$ cat src/rtl/pipe_adder.sv
`timescale 1ns / 1ps
// -----------------------------------------------------------------------------
// pipe_adder
//
// Pipelined ripple-carry adder/subtractor. The WIDTH-bit operation is cut into
// STAGES = WIDTH/CHUNK slices. Each register stage ripple-adds one CHUNK-bit
// slice and forwards its carry to the next stage. This keeps the long carry
// chain out of any single clock period.
//
// Each stage register holds:
//   - a valid bit;
//   - the result bits produced so far;
//   - the carry out of its slice;
//   - the not-yet-added upper operand bits, pre-shifted so that the next slice
//     always sits at bit 0.
// The final stage also holds the carry into the MSB, which is needed for the
// signed overflow flag.
//
// Flow control is a ready chain that collapses bubbles. A stage loads when it
// is empty or when the stage after it is loading. A full pipeline therefore
// stalls only when every stage is valid and the consumer is not ready.
//
// Ports:
//   clk        rising-edge clock
//   rst_n      asynchronous active-low reset (clears valid and data registers)
//   in_valid   operands present
//   in_ready   pipeline can accept this cycle (combinational)
//   a, b       operands, WIDTH bits
//   cin        carry-in, used in add mode only
//   sub        1: a - b, 0: a + b + cin
//   out_valid  result present
//   out_ready  consumer accepts result
//   sum        result, WIDTH bits, modulo 2^WIDTH
//   cout       carry out of bit WIDTH-1 (in sub mode 1 means no borrow)
//   ovf        signed two's-complement overflow
// -----------------------------------------------------------------------------
module pipe_adder #(
   parameter int WIDTH = 16,
   parameter int CHUNK = 4
) (
   input  logic             clk,
   input  logic             rst_n,
   input  logic             in_valid,
   output logic             in_ready,
   input  logic [WIDTH-1:0] a,
   input  logic [WIDTH-1:0] b,
   input  logic             cin,
   input  logic             sub,
   output logic             out_valid,
   input  logic             out_ready,
   output logic [WIDTH-1:0] sum,
   output logic             cout,
   output logic             ovf
);

   localparam int STAGES = WIDTH / CHUNK;

   generate
      if ((CHUNK < 1) || ((WIDTH % CHUNK) != 0)) begin : g_bad_param
         $fatal(1, "pipe_adder: WIDTH must be a non-zero multiple of CHUNK");
      end
   endgenerate

   // ---------------------------------------------------------------------
   // Stage registers
   // ---------------------------------------------------------------------
   logic [STAGES-1:0] valid_q;
   logic [STAGES-1:0] carry_q;
   logic [WIDTH-1:0]  res_q   [STAGES];
   logic [WIDTH-1:0]  rem_a_q [STAGES];
   logic [WIDTH-1:0]  rem_b_q [STAGES];
   logic              cmsb_q;

   // Next-state values, computed assuming the stage loads this cycle
   logic [STAGES-1:0] valid_d;
   logic [STAGES-1:0] carry_d;
   logic [WIDTH-1:0]  res_d   [STAGES];
   logic [WIDTH-1:0]  rem_a_d [STAGES];
   logic [WIDTH-1:0]  rem_b_d [STAGES];
   logic              cmsb_d;

   // What each stage sees on its input side: the conditioned operands for
   // stage 0, or the previous stage's registers for every later stage.
   logic [WIDTH-1:0]  src_a   [STAGES];
   logic [WIDTH-1:0]  src_b   [STAGES];
   logic [WIDTH-1:0]  src_res [STAGES];
   logic [STAGES-1:0] src_c;

   logic [STAGES:0]   load;

   // ---------------------------------------------------------------------
   // Ready chain: load[STAGES] is the consumer. Each stage loads when it is
   // empty or when its successor moves on.
   // ---------------------------------------------------------------------
   always_comb begin : ready_chain
      load         = '0;
      load[STAGES] = out_ready;
      for (int k = STAGES - 1; k >= 0; k--) begin
         load[k] = !valid_q[k] | load[k+1];
      end
   end

   assign in_ready = load[0];

   // ---------------------------------------------------------------------
   // Stage input selection and operand conditioning
   // ---------------------------------------------------------------------
   always_comb begin : source_select
      valid_d = '0;
      src_c   = '0;
      for (int k = 0; k < STAGES; k++) begin
         src_a[k]   = '0;
         src_b[k]   = '0;
         src_res[k] = '0;
      end

      // Subtraction is a + ~b + 1; the cin port plays no part in it.
      src_a[0]   = a;
      src_b[0]   = sub ? ~b : b;
      src_c[0]   = sub ? 1'b1 : cin;
      src_res[0] = '0;
      valid_d[0] = in_valid;

      for (int k = 1; k < STAGES; k++) begin
         src_a[k]   = rem_a_q[k-1];
         src_b[k]   = rem_b_q[k-1];
         src_c[k]   = carry_q[k-1];
         src_res[k] = res_q[k-1];
         valid_d[k] = valid_q[k-1];
      end
   end

   // ---------------------------------------------------------------------
   // Per-stage slice adders. Stage k adds the low CHUNK bits of its source
   // operands and places them at result bits [CHUNK*(k+1)-1 : CHUNK*k].
   // ---------------------------------------------------------------------
   always_comb begin : slice_add
      logic c;
      logic x;
      logic y;
      c       = 1'b0;
      x       = 1'b0;
      y       = 1'b0;
      carry_d = '0;
      cmsb_d  = 1'b0;
      for (int k = 0; k < STAGES; k++) begin
         res_d[k] = src_res[k];
         c        = src_c[k];
         for (int j = 0; j < CHUNK; j++) begin
            x = src_a[k][j];
            y = src_b[k][j];
            // The carry entering the top bit of the top slice feeds ovf.
            if ((k == STAGES - 1) && (j == CHUNK - 1)) begin
               cmsb_d = c;
            end
            res_d[k][CHUNK*k + j] = x ^ y ^ c;
            c = (x & y) | (x & c) | (y & c);
         end
         carry_d[k] = c;
         // Shift the consumed slice out so the next stage reads bits [CHUNK-1:0].
         rem_a_d[k] = src_a[k] >> CHUNK;
         rem_b_d[k] = src_b[k] >> CHUNK;
      end
   end

   // ---------------------------------------------------------------------
   // Stage registers. A stage that is not loading holds everything. This is
   // what keeps sum/cout/ovf stable while the consumer stalls.
   // ---------------------------------------------------------------------
   always_ff @(posedge clk or negedge rst_n) begin
      if (!rst_n) begin
         valid_q <= '0;
         carry_q <= '0;
         cmsb_q  <= 1'b0;
         for (int k = 0; k < STAGES; k++) begin
            res_q[k]   <= '0;
            rem_a_q[k] <= '0;
            rem_b_q[k] <= '0;
         end
      end else begin
         for (int k = 0; k < STAGES; k++) begin
            if (load[k]) begin
               valid_q[k] <= valid_d[k];
               carry_q[k] <= carry_d[k];
               res_q[k]   <= res_d[k];
               rem_a_q[k] <= rem_a_d[k];
               rem_b_q[k] <= rem_b_d[k];
            end
         end
         if (load[STAGES-1]) begin
            cmsb_q <= cmsb_d;
         end
      end
   end

   // ---------------------------------------------------------------------
   // Outputs come straight from the final stage
   // ---------------------------------------------------------------------
   assign out_valid = valid_q[STAGES-1];
   assign sum       = res_q[STAGES-1];
   assign cout      = carry_q[STAGES-1];
   assign ovf       = cmsb_q ^ carry_q[STAGES-1];

endmodule

$ cat config.mk
export PLATFORM = sky130hd
export DESIGN_NAME = pipe_adder
export DESIGN_NICKNAME = d
export VERILOG_FILES = /design/src/rtl/pipe_adder.sv
export SDC_FILE = /design/constraint.sdc
export NUM_CORES = 1
export LEC_CHECK = 0
export BUFFER_PORTS_ARGS = -buffer_cell sky130_fd_sc_hd__buf_2
export CAP_MARGIN = 20
export CORE_ASPECT_RATIO = 1.1
export CORE_MARGIN = 3
export CORE_UTILIZATION = 35
export DETAILED_ROUTE_END_ITERATION = 7
export MAX_ROUTING_LAYER = met4
export PLACE_DENSITY = 0.5
export SLEW_MARGIN = 15
export SYNTH_ARGS = -nofsm -noshare
export SYNTH_HDL_FRONTEND = slang
export SYNTH_SLANG_ARGS = --single-unit
$ cat constraint.sdc
create_clock -name clk -period 6.3 [get_ports clk]
set_input_delay 0.945 -clock clk [delete_from_list [all_inputs] [get_ports clk]]
set_output_delay 0.945 -clock clk [all_outputs]
set_load 0.02 [all_outputs]
* Word level (Yosys, flattened, before mapping) *
Cells that the tools add are included.

cells by class
  mux-type cells = 2
  bitwise logic cells = 118
  reductions and logical operators = 4

operators by type and width
  operator            count
  bitwise AND 1 bit   48
  OR 1 bit            36
  bitwise XOR 1 bit   33
  two-way mux 16 bit  1
  NOT 16 bit          1
  logical NOT 1 bit   4
  two-way mux 1 bit   1

storage, ports and cells
  register bits = 97
  bits of input ports = 38
  logic and storage cells = 143

* Depth between registers and ports, before layout *
Gate-level depths: netlist (run 1).

  depth in word-level cells = 14
  gate-level depth with buffers = 10
  depth with buffers taken out = 8

* Worst setup path after synthesis (run 1) *
No wires, ideal clock.

  path type = input to register
  start = input sub
  end = register res_q, in the netlist res_d[35]
  library setup time = 125 ps
  data arrival time = 3276 ps
  data required time = 6175 ps
  slack = 2899 ps
  stages = 10
  path buffers = 2
  cells stage by stage = buf_2 > buf_2 > xor2_1 > fa_1 > inv_1 > fa_1 > fa_1 > inv_1 > fa_1 > mux2_2

RTL lines
  element                         RTL line  source
  start: declaration              48        input logic sub,
  end signal: indexed assignment  185       res_q[k] <= res_d[k];
  end: declaration                69        logic [WIDTH-1:0] res_q [STAGES];

* Worst setup path after layout (run 1) *
  start = input out_ready
  end = output in_ready

on the way
  cells in the longest elaborated chain, start to end = 4

ends and longest elaborated chain
  element                RTL line  source
  start: declaration     50        input logic out_ready,
  OR 1 bit (4 in a row)  99        load[k] = !valid_q[k] | load[k+1];
  end: declaration       44        output logic in_ready,

Every way passes these cells.

==> results of run 1 <==
[where the power goes]
group	switching, mW	internal (mW)
clock	0.231	0.320
combinational	0.266	0.201
sequential	0.0975	0.797
[through the flow]
stage,cell area [µm²],std cells
after floorplan,4190,376
after global placement,4590,566
after detailed placement,4600,567
after CTS,4900,583
after global routing,4930,584
final,4930,584
[cell usage in the layout, fill, tap and decap left out, drive strengths merged]
| cell | n |
|---|---|
| a21oi | 9 |
| and2 | 1 |
| and4b | 1 |
| buf | 62 |
| bufinv | 1 |
| clkbuf | 10 |
| clkinv | 2 |
| clkinvlp | 1 |
| dfrtp | 97 |
| fa | 16 |
| inv | 28 |
| mux2 | 29 |
| nand2 | 105 |
| nand2b | 5 |
| nand3 | 14 |
| nand3b | 1 |
| nand4b | 1 |
| nor2 | 9 |
| nor2b | 1 |
| o21ai | 23 |
| or2 | 1 |
| xnor2 | 14 |
| xor2 | 3 |
[layer usage]
metal,vias to the layer above,wire [µm],share of wire
li1,1288,-,-
met1,1238,3830,0.51
met2,56,3230,0.43
met3,7,350,0.047
met4,0,108,0.014
met5,-,0,0
[registers in the layout, summed over array words and instances, names as in the netlist]
register	count
carry_q	4
cmsb_q	1
rem_a_d	12
rem_a_q	12
rem_b_d	12
rem_b_q	12
res_d	24
sum	16
valid_q	4
[cell families (layout without fill, tap and decap cells)]
kind of cell / after synthesis / in the layout / share of synthesized area
simple gates: 139 / 139 / 0.137
compound gates: 32 / 32 / 0.0383
buf+inv: 46 / 104 / 0.0475
flops: 97 / 97 / 0.580
fa+ha+maj: 16 / 16 / 0.0765
mux: 29 / 29 / 0.0852
xor+xnor: 17 / 17 / 0.0356
[worst paths after layout]
path / startpoint / endpoint / slack, ns
max: out_ready / in_ready / 2.68
max in group asynchronous: rst_n / rem_a_q[51]$_DFFE_PN0P_ / 4.87
min in group asynchronous: rst_n / sum[0]$_DFFE_PN0P_ / 0.47
min reg2reg: sum[5]$_DFFE_PN0P_ / sum[5]$_DFFE_PN0P_ / 0.46
min: sum[5]$_DFFE_PN0P_ / sum[5]$_DFFE_PN0P_ / 0.46
max reg2reg: valid_q[3]$_DFFE_PN0P_ / carry_q[0]$_DFFE_PN0P_ / 4.04
[critical path, stage by stage]
cell and delay (ns):
sky130_fd_sc_hd__buf_2 0.13, sky130_fd_sc_hd__and4b_1 0.24, sky130_fd_sc_hd__buf_4 0.33, sky130_fd_sc_hd__and2_1 0.55, sky130_fd_sc_hd__inv_4 0.24, sky130_fd_sc_hd__buf_2 0.23
[layout make-up]
cell class / count / share of cell area
flip-flops and latches: 97 / 0.493
multi-input cells: 233 / 0.317
repair buffers: 62 / 0.0708
clock buffers: 10 / 0.0485
well taps: 150 / 0.0381
inverters: 26 / 0.0203
clock inverters: 6 / 0.0132
==> results.json, run 1 <==
{
  "clock_sink_count": 97,
  "path_class": "input port to primary output",
  "final_core_utilization": 0.425,
  "std_cell_rows": 41,
  "die_y_um": 121,
  "footprint_of_the_multi_input_gates_mm2": 0.00156,
  "outcome": "completed",
  "post_route_cells_drive_above_1_share": 0.247,
  "tightest_pin_transition_ns": 1.01,
  "final-setup-viol-count": 0,
  "gr-usage-all-layers": 0.126,
  "dp_wirelength_um": 5310,
  "synth_area_per_cell_um2": 11.1,
  "final_critical_path_setup_slack_ns": 2.68,
  "detailroute.via_count": 2589,
  "gr-total-overflow": 0,
  "synth.ff_latch_count": 97,
  "rsz_0062_raised_after_global_routing": "false",
  "timing.clock.skew_ns": 0.00636,
  "post-cts-setup-buffer-count": 0,
  "synth_flop_cell": "sky130_fd_sc_hd__dfrtp_1",
  "fin_tns_setup_ns": 0,
  "synthMostInstantiatedCell": "sky130_fd_sc_hd__nand2_1",
  "timing.reg2reg.worst_path_depth": 5,
  "clk_transition_reported_paths_ns": 0.07,
  "gp_routability_congestion": 0.712,
  "period_minus_slack_ns": 3.62,
  "nets": 483,
  "cts_inserted_buffers": 9,
  "floorplan.initialDensity": 0.361,
  "fill_cell_instance_count_of_the_final_layout": 1166,
  "cell_pwr_density_mw_per_mm2": 388,
  "busiest_grt_layer": "met1",
  "clock_insertion_delay_worst_skew_ns": 0.33,
  "first_pass_grt_wire_length_um": 13000,
  "ys.warnings.count": 0,
  "synth_cell_types": 26,
  "netlist_top_cells_area": "sky130_fd_sc_hd__dfrtp_1, sky130_fd_sc_hd__nand2_1, sky130_fd_sc_hd__fa_1",
  "detailedRoute.firstPassIterationCount": 4,
  "post-synth-top-area-cell": "sky130_fd_sc_hd__dfrtp_1",
  "drtIter0Drc": 116,
  "route.detailed.vias_per_inst": 4.43,
  "core_mm2": 0.0116,
  "dp_worst_setup_slack_ns": 2.68,
  "postSynthNetCount": 430,
  "min_path_type": "flip-flop to flip-flop",
  "number_of_synthesized_flops_with_an_enable_pin": 0,
  "cts_resized": 0,
  "seqCellArea_mm2": 0.00243,
  "hold_violations": 0,
  "synthesis.area_mm2": 0.00419,
  "die-width_um": 110,
  "antenna_violations_before_repair": 0,
  "max_slew_margin": 0.324,
  "post-route-drc-count": 0,
  "power_leakage_nw": 2.41,
  "arrival_ns": 2.67,
  "finalMaxSlewViolations": 0,
  "synthArstFlopShare": 1.00,
  "root_buffer": "sky130_fd_sc_hd__clkbuf_16",
  "fin_total_pwr_mw": 1.91,
  "io-pin-count": 58,
  "grt_max_degree": 80,
  "netlist.area_leader.share": 0.580,
  "port_buffers": 57,
  "drt-wirelength-per-cell_um": 12.9,
  "drv.max_cap_violation_count": 0,
  "cts_tree": "built",
  "achievable-frequency_mhz": 276,
  "totalWireLength_um": 7520,
  "worst_hold_slack_ns": 0.460,
  "critical_path_peak_fanout": 33,
  "finalCritPeriodShare": 0.574,
  "flow.area_growth_from_synthesis_pct": 17.7,
  "timing.hold.worst_path_depth": 2,
  "via_count_of_the_first_global_routing_pass": 2647,
  "synthCells": 376,
  "use_met2": 0.170,
  "critical_path_rt_ns": 5.35,
  "fp.dieArea_mm2": 0.0133,
  "use_met3": 0.0160,
  "cts_hold_buf": 0,
  "seq_area_frac_synth": 0.580,
  "critPathCaptureType": "primary output",
  "antenna_left": 0,
  "clock_path_buffers": 2,
  "ir_drop_v": 0.000154,
  "antenna_diode_count": 0,
  "cts_max_level": 3,
  "critPathLaunchType": "input port",
  "gr-usage-met1": 0.193,
  "ys_top_cells_by_count": "sky130_fd_sc_hd__nand2_1, sky130_fd_sc_hd__dfrtp_1, sky130_fd_sc_hd__inv_1"
}
(Power assumes the default switching activity.)
==> run 2, diff against run 1 <==
--- a/config.mk
+++ b/config.mk
@@ -12,7 +12,7 @@
 export CORE_UTILIZATION = 35
 export DETAILED_ROUTE_END_ITERATION = 7
 export MAX_ROUTING_LAYER = met4
-export PLACE_DENSITY = 0.5
+export PLACE_DENSITY = 0.52
 export SLEW_MARGIN = 15
 export SYNTH_ARGS = -nofsm -noshare
 export SYNTH_HDL_FRONTEND = slang
==> constraint.sdc (replaced) <==
create_clock -name clk -period 3.2 [get_ports clk]
set_input_delay 0.48 -clock clk [delete_from_list [all_inputs] [get_ports clk]]
set_output_delay 0.48 -clock clk [all_outputs]
set_load 0.02 [all_outputs]
==> run 2 against run 1 <==
Sequential power grew 98%. Clock skew shrank 0.00077 ns. Critical path depth shrank 3. Core utilization shrank 0.31 points. Cell count grew 0.34%. Setup slack lost 2.0 ns. Flip-flop and latch count is the same. Largest power group unchanged. Highest routed layer unchanged.
==> results.json, run 2 (synthesized netlist as in run 1, its figures left out) <==
{
  "outcome": "completed",
  "crit_chain": "and2_1 -> inv_4 -> buf_2",
  "cp_top_family": "flip-flops",
  "timing.clock.skew_ns": 0.00559,
  "path_class": "flip-flop to primary output",
  "final-setup-viol-count": 0,
  "antenna_diode_count": 0,
  "achievable-frequency_mhz": 396,
  "root_buffer": "sky130_fd_sc_hd__clkbuf_16",
  "netSwitchingFraction": 0.311,
  "timing.rr.start": "carry_q[2]$_DFFE_PN0P_",
  "cts_tree": "built",
  "max_slew_margin": 0.323,
  "route.detailed.vias_per_inst": 4.43,
  "cts_hold_buf": 0,
  "worstPathBufferInverterCount": 2,
  "first_pass_grt_wire_length_um": 13000,
  "clock_path_buffers": 2,
  "placed_cells_incl_taps": 569,
  "sequentialPowerShare": 0.482,
  "flow.area_growth_from_synthesis_pct": 16.9,
  "clock_insertion_delay_worst_skew_ns": 0.34,
  "drtIter0Drc": 107,
  "final_cells": 586,
  "dp_worst_setup_slack_ns": 0.491,
  "post-cts-setup-buffer-count": 0,
  "gr-total-overflow": 0,
  "dp_wirelength_um": 5460,
  "final_critical_path_setup_slack_ns": 0.675,
  "totalWireLength_um": 7610,
  "fin_total_pwr_mw": 3.66,
  "post_route_cells_drive_above_1_share": 0.243,
  "hold_violations": 0,
  "floorplan.initialDensity": 0.361,
  "switchingPower_mw": 1.14,
  "critical_path.max_stage_delay_ns": 0.66,
  "drt-wirelength-per-cell_um": 13.0,
  "fp.dieArea_mm2": 0.0133,
  "fin_tns_setup_ns": 0,
  "port_buffers": 57,
  "critical_path_peak_fanout": 17,
  "std_cell_rows": 41,
  "gr-usage-all-layers": 0.131,
  "clk_transition_reported_paths_ns": 0.06,
  "io-pin-count": 58,
  "critical_path_rt_ns": 2.72,
  "dpl_cell_area_mm2": 0.00461,
  "largest_register_ff_count": 24,
  "drv.max_cap_violation_count": 0,
  "post-route-drc-count": 0,
  "finalCritPeriodShare": 0.789,
  "comb_power_share": 0.245,
  "clock_sink_count": 97,
  "cts_max_level": 3,
  "most-common-layout-cells": "sky130_fd_sc_hd__nand2_1, sky130_fd_sc_hd__dfrtp_1, sky130_fd_sc_hd__buf_2",
  "die-width_um": 110,
  "arrival_ns": 2.05,
  "detailroute.via_count": 2595,
  "fill_cell_instance_count_of_the_final_layout": 1183,
  "via_count_of_the_first_global_routing_pass": 2582,
  "die_y_um": 121,
  "crit_reg_reg_endpoint": "sum[15]$_DFFE_PN0P_",
  "tightest_pin_transition_ns": 1.01,
  "antenna_violations_before_repair": 0,
  "min_path_type": "input port to asynchronous set/reset pin",
  "critPathCaptureType": "primary output",
  "cts_inserted_buffers": 9,
  "rsz_0062_raised_after_global_routing": "false",
  "power_leakage_nw": 2.39,
  "period_minus_slack_ns": 2.53,
  "antenna_left": 0,
  "internal_power_mw": 2.53,
  "timing.reg2reg.worst_path_depth": 8,
  "core_mm2": 0.0116,
  "ir_drop_v": 0.000251,
  "finalMaxSlewViolations": 0,
  "nets": 485,
  "power.clock.fraction": 0.272,
  "layout.cell_area.non_filler_mm2": 0.00489,
  "grt_max_degree": 48,
  "cell_pwr_density_mw_per_mm2": 749,
  "most_common_cell_after_layout_fill_and_taps_aside": "sky130_fd_sc_hd__nand2_1",
  "reg2reg_slack_ns": 1.03,
  "cts_resized": 0,
  "crit_slowest_cell": "sky130_fd_sc_hd__dfrtp_1",
  "gp_routability_congestion": 0.704,
  "critPathLaunchType": "flip-flop",
  "detailedRoute.firstPassIterationCount": 4
}
==> run 2: power groups by stage <==
stage	clock network (mW)	registers, mW	logic, mW
3_3_place_gp	0	1.78	0.899
2_1_floorplan	0	1.85	0.526
3_5_place_dp	0	1.80	0.919
6_report	0.997	1.77	0.899
5_1_grt	1.08	1.82	1.03
4_1_cts	1.03	1.77	0.922
==> run 2: final cells by class <==
cell class,instances,area [µm²],area share
well taps,150,188,0.0384
inverters,26,100,0.0205
flip-flops and latches,97,2430,0.496
clock inverters,2,12.5,0.00256
repair buffers,64,340,0.0696
multi-input cells,233,1560,0.319
clock buffers,14,264,0.0540
==> run 2: worst max path at each step <==
stage / slack [ns] / from / cells past startpoint / endpoint
5_1_grt: 0.45 / valid_q[0]$_DFFE_PN0P_ / 3 / in_ready
4_1_cts: 0.65 / valid_q[0]$_DFFE_PN0P_ / 3 / in_ready
2_1_floorplan: 0.26 / sub / 10 / res_d[35]$_DFFE_PN0P_
6_report: 0.67 / valid_q[0]$_DFFE_PN0P_ / 3 / in_ready
3_5_place_dp: 0.49 / sub / 9 / res_d[35]$_DFFE_PN0P_
3_3_place_gp: 0.54 / sub / 8 / res_d[35]$_DFFE_PN0P_
==> run 2: through the flow <==
step                      hold slack [ns]  utilization
final                               0.141        0.422
after global routing                0.180        0.422
after CTS                           0.169        0.421
after detailed placement            0.451        0.397
after global placement              0.450        0.397
after floorplan                     0.184            -
==> run 2: worst register-to-register path: stages (launching register included) <==
cell and delay [ns]:
sky130_fd_sc_hd__dfrtp_1 0.38, sky130_fd_sc_hd__inv_1 0.08, sky130_fd_sc_hd__fa_1 0.18, sky130_fd_sc_hd__inv_1 0.05
sky130_fd_sc_hd__fa_1 0.39, sky130_fd_sc_hd__fa_1 0.37, sky130_fd_sc_hd__inv_1 0.09, sky130_fd_sc_hd__fa_1 0.42
sky130_fd_sc_hd__a21oi_1 0.13
==> run 2: metal layers <==
layer | part of all wire | up-vias | global-route usage
met5 | 0 | - | -
met4 | 0.016 | 0 | 0.0439
met3 | 0.051 | 10 | 0.0395
met2 | 0.43 | 51 | 0.180
met1 | 0.50 | 1244 | 0.185
li1 | - | 1290 | -
==> run 3, diff against run 2 <==
--- a/config.mk
+++ b/config.mk
@@ -5,6 +5,7 @@
 export SDC_FILE = /design/constraint.sdc
 export NUM_CORES = 1
 export LEC_CHECK = 0
+export ABC_AREA = 1
 export BUFFER_PORTS_ARGS = -buffer_cell sky130_fd_sc_hd__buf_2
 export CAP_MARGIN = 20
 export CORE_ASPECT_RATIO = 1.1
@@ -12,7 +13,7 @@
 export CORE_UTILIZATION = 35
 export DETAILED_ROUTE_END_ITERATION = 7
 export MAX_ROUTING_LAYER = met4
-export PLACE_DENSITY = 0.52
+export PLACE_DENSITY = 0.5
 export SLEW_MARGIN = 15
 export SYNTH_ARGS = -nofsm -noshare
 export SYNTH_HDL_FRONTEND = slang
==> constraint.sdc (replaced) <==
create_clock -name clk -period 2.4 [get_ports clk]
set_input_delay 0.36 -clock clk [delete_from_list [all_inputs] [get_ports clk]]
set_output_delay 0.36 -clock clk [all_outputs]
set_load 0.02 [all_outputs]
==> run 3 against run 2 <==
Cell count increased by 14%. Hold slack got worse by 0.099 ns. Critical path depth increased by 5. Synthesized area increased by 1.7%. Sequential share of layout area decreased by 1.3 points. Via count increased by 12%. Setup slack got worse by 0.44 ns. Register-to-register slack got worse by 0.79 ns. Highest routed layer unchanged. Clock power increased by 53%. Non-clock buffer count increased by 1. Wire length increased by 6.5%. Sequential power increased by 32%.
==> results.json, run 3 <==
{
  "footprint_of_the_multi_input_gates_mm2": 0.00160,
  "crit_slowest_cell": "sky130_fd_sc_hd__fa_1",
  "dp_wirelength_um": 5590,
  "final-setup-viol-count": 0,
  "die_y_um": 122,
  "netlist.area_leader.share": 0.570,
  "synthesis.area_mm2": 0.00426,
  "synth_flop_cell": "sky130_fd_sc_hd__dfrtp_1",
  "core_mm2": 0.0117,
  "nets": 568,
  "critical_path_rt_ns": 2.67,
  "rsz_0062_raised_after_global_routing": "false",
  "hold_violations": 0,
  "drt-wirelength-per-cell_um": 12.1,
  "via_count_of_the_first_global_routing_pass": 2962,
  "drtIter0Drc": 182,
  "antenna_left": 0,
  "cts_tree": "built",
  "io-pin-count": 58,
  "number_of_synthesized_flops_with_an_enable_pin": 0,
  "synth.ff_latch_count": 97,
  "gr-total-overflow": 0,
  "critPathCaptureType": "flip-flop",
  "root_buffer": "sky130_fd_sc_hd__clkbuf_16",
  "crit_reg_reg_endpoint": "sum[15]$_DFFE_PN0P_",
  "critical_path.max_stage_delay_ns": 0.40,
  "port_buffers": 57,
  "crit_chain": "inv_1 -> fa_1 -> inv_1 -> fa_1 -> fa_1 -> inv_1 -> fa_1 -> o21ai_0",
  "cts_inserted_buffers": 9,
  "critical-path-top-cell-by-count": "sky130_fd_sc_hd__fa_1",
  "fin_tns_setup_ns": 0,
  "cts_max_level": 3,
  "min_path_type": "input port to asynchronous set/reset pin",
  "period_minus_slack_ns": 2.16,
  "totalWireLength_um": 8110,
  "synth_cell_types": 17,
  "clock_sink_count": 97,
  "post_route_cells_drive_above_1_share": 0.177,
  "power_leakage_nw": 2.69,
  "finalMaxSlewViolations": 0,
  "std_cell_rows": 41,
  "achievable-frequency_mhz": 462,
  "post-cts-setup-buffer-count": 0,
  "synth_area_per_cell_um2": 9.24,
  "max_slew_margin": 0.538,
  "cell_pwr_density_mw_per_mm2": 1000,
  "detailroute.via_count": 2913,
  "arrival_ns": 2.43,
  "drv.max_cap_violation_count": 0,
  "most-common-layout-cells": "sky130_fd_sc_hd__nand2_1, sky130_fd_sc_hd__dfrtp_1, sky130_fd_sc_hd__buf_2",
  "reg2reg_slack_ns": 0.24,
  "detailedRoute.firstPassIterationCount": 4,
  "critical_path_peak_fanout": 2,
  "clock_insertion_delay_worst_skew_ns": 0.34,
  "postSynthNetCount": 515,
  "flow.area_growth_from_synthesis_pct": 18.1,
  "fin_total_pwr_mw": 5.04,
  "path_class": "flip-flop to flip-flop",
  "synthCells": 461,
  "ys_top_cells_by_count": "sky130_fd_sc_hd__nand2_1, sky130_fd_sc_hd__dfrtp_1, sky130_fd_sc_hd__inv_1",
  "tightest_pin_transition_ns": 0.693,
  "ir_drop_v": 0.000334,
  "gr-usage-all-layers": 0.134,
  "post-route-drc-count": 0,
  "fp.dieArea_mm2": 0.0135,
  "most_common_cell_after_layout_fill_and_taps_aside": "sky130_fd_sc_hd__nand2_1",
  "timing.reg2reg.worst_path_depth": 8,
  "seqCellArea_mm2": 0.00243,
  "antenna_diode_count": 0,
  "grt_max_degree": 59,
  "antenna_violations_before_repair": 0,
  "finalCritPeriodShare": 0.901,
  "seq_area_frac_synth": 0.570,
  "cts_hold_buf": 0,
  "timing.clock.skew_ns": 0.00657,
  "timing.rr.start": "rem_a_q[16]$_DFFE_PN0P_",
  "fill_cell_instance_count_of_the_final_layout": 1211,
  "outcome": "completed",
  "synthArstFlopShare": 1.00,
  "synthMostInstantiatedCell": "sky130_fd_sc_hd__nand2_1",
  "route.detailed.vias_per_inst": 4.35,
  "worst_hold_slack_ns": 0.0417,
  "gp_routability_congestion": 0.754,
  "first_pass_grt_wire_length_um": 14300,
  "cts_resized": 0,
  "die-width_um": 111,
  "clock_path_buffers": 2,
  "largest_register_ff_count": 24,
  "critPathLaunchType": "flip-flop",
  "ys.warnings.count": 0,
  "netlist_top_cells_area": "sky130_fd_sc_hd__dfrtp_1, sky130_fd_sc_hd__nand2_1, sky130_fd_sc_hd__fa_1",
  "clk_transition_reported_paths_ns": 0.06,
  "floorplan.initialDensity": 0.364,
  "post-synth-top-area-cell": "sky130_fd_sc_hd__dfrtp_1"
}
run 3: cell count changes in the layout (fill, tap and decap cells not counted), sizes merged, moves of 12 or more:
| cell | change |
|---|---|
| nand2 | +120 |
| mux2 | -29 |
| nand3 | +16 |
| xnor2 | -12 |
| xor2 | +12 |
run 3: worst max path at each step:
stage                                  startpoint               endpoint  slack (ns)  cells past startpoint
final                     rem_a_q[16]$_DFFE_PN0P_    sum[15]$_DFFE_PN0P_        0.24                      8
after global routing      rem_a_q[16]$_DFFE_PN0P_    sum[15]$_DFFE_PN0P_        0.09                      8
after CTS                 rem_a_q[16]$_DFFE_PN0P_    sum[15]$_DFFE_PN0P_        0.21                      8
after detailed placement                      sub  res_d[35]$_DFFE_PN0P_        0.06                     10
after global placement                        sub  res_d[35]$_DFFE_PN0P_        0.10                     10
after floorplan                               sub  res_d[35]$_DFFE_PN0P_        0.02                     11
run 3: cell type report:
type | instances | area share
clock buffer | 15 | 0.0592
clock inverter | 1 | 0.00597
inverter | 33 | 0.0246
multi-input combinational | 308 | 0.318
sequential | 97 | 0.483
tap | 150 | 0.0373
timing repair buffer | 65 | 0.0717
run 3: metal layers:
| layer | share of wire | track usage | up-vias |
|---|---|---|---|
| met5 | 0 | - | - |
| met4 | 0.026 | 0.0730 | 0 |
| met3 | 0.035 | 0.0214 | 13 |
| met2 | 0.42 | 0.198 | 59 |
| met1 | 0.52 | 0.178 | 1343 |
| li1 | - | - | 1498 |
run 3: where the power goes:
group	internal [mW]	switching, mW	leakage, nW	total (mW)
clock	0.950	0.582	0.162	1.53
sequential	2.08	0.252	1.16	2.33
combinational	0.438	0.737	1.37	1.18
total	3.47	1.57	2.69	5.04
run 3: worst max-delay path: cells and delay by family (launching register included):
family / cells / cell delay [ns]
flip-flops: 1 / 0.36
buffers and inverters: 3 / 0.24
AO/OA/AOI/OAI: 1 / 0.15
adder cells (fa/ha/maj): 4 / 1.33
run 3: cell families after synthesis:
kind of cell,after synthesis,share of synthesized area
buffers and inverters,56,0.0573
adder cells (fa/ha/maj),16,0.0752
flip-flops,97,0.570
AO/OA/AOI/OAI,14,0.0165
XOR/XNOR,17,0.0350
AND/OR/NAND/NOR,261,0.246
run 3: through the flow:
step	util	cell area, µm²	setup slack, ns	cells
after CTS	0.430	5030	0.210	669
after global placement	0.402	4700	0.101	653
final	0.430	5030	0.237	669
after floorplan	-	4290	0.0184	461
after global routing	0.430	5030	0.0909	669
after detailed placement	0.402	4700	0.0575	653
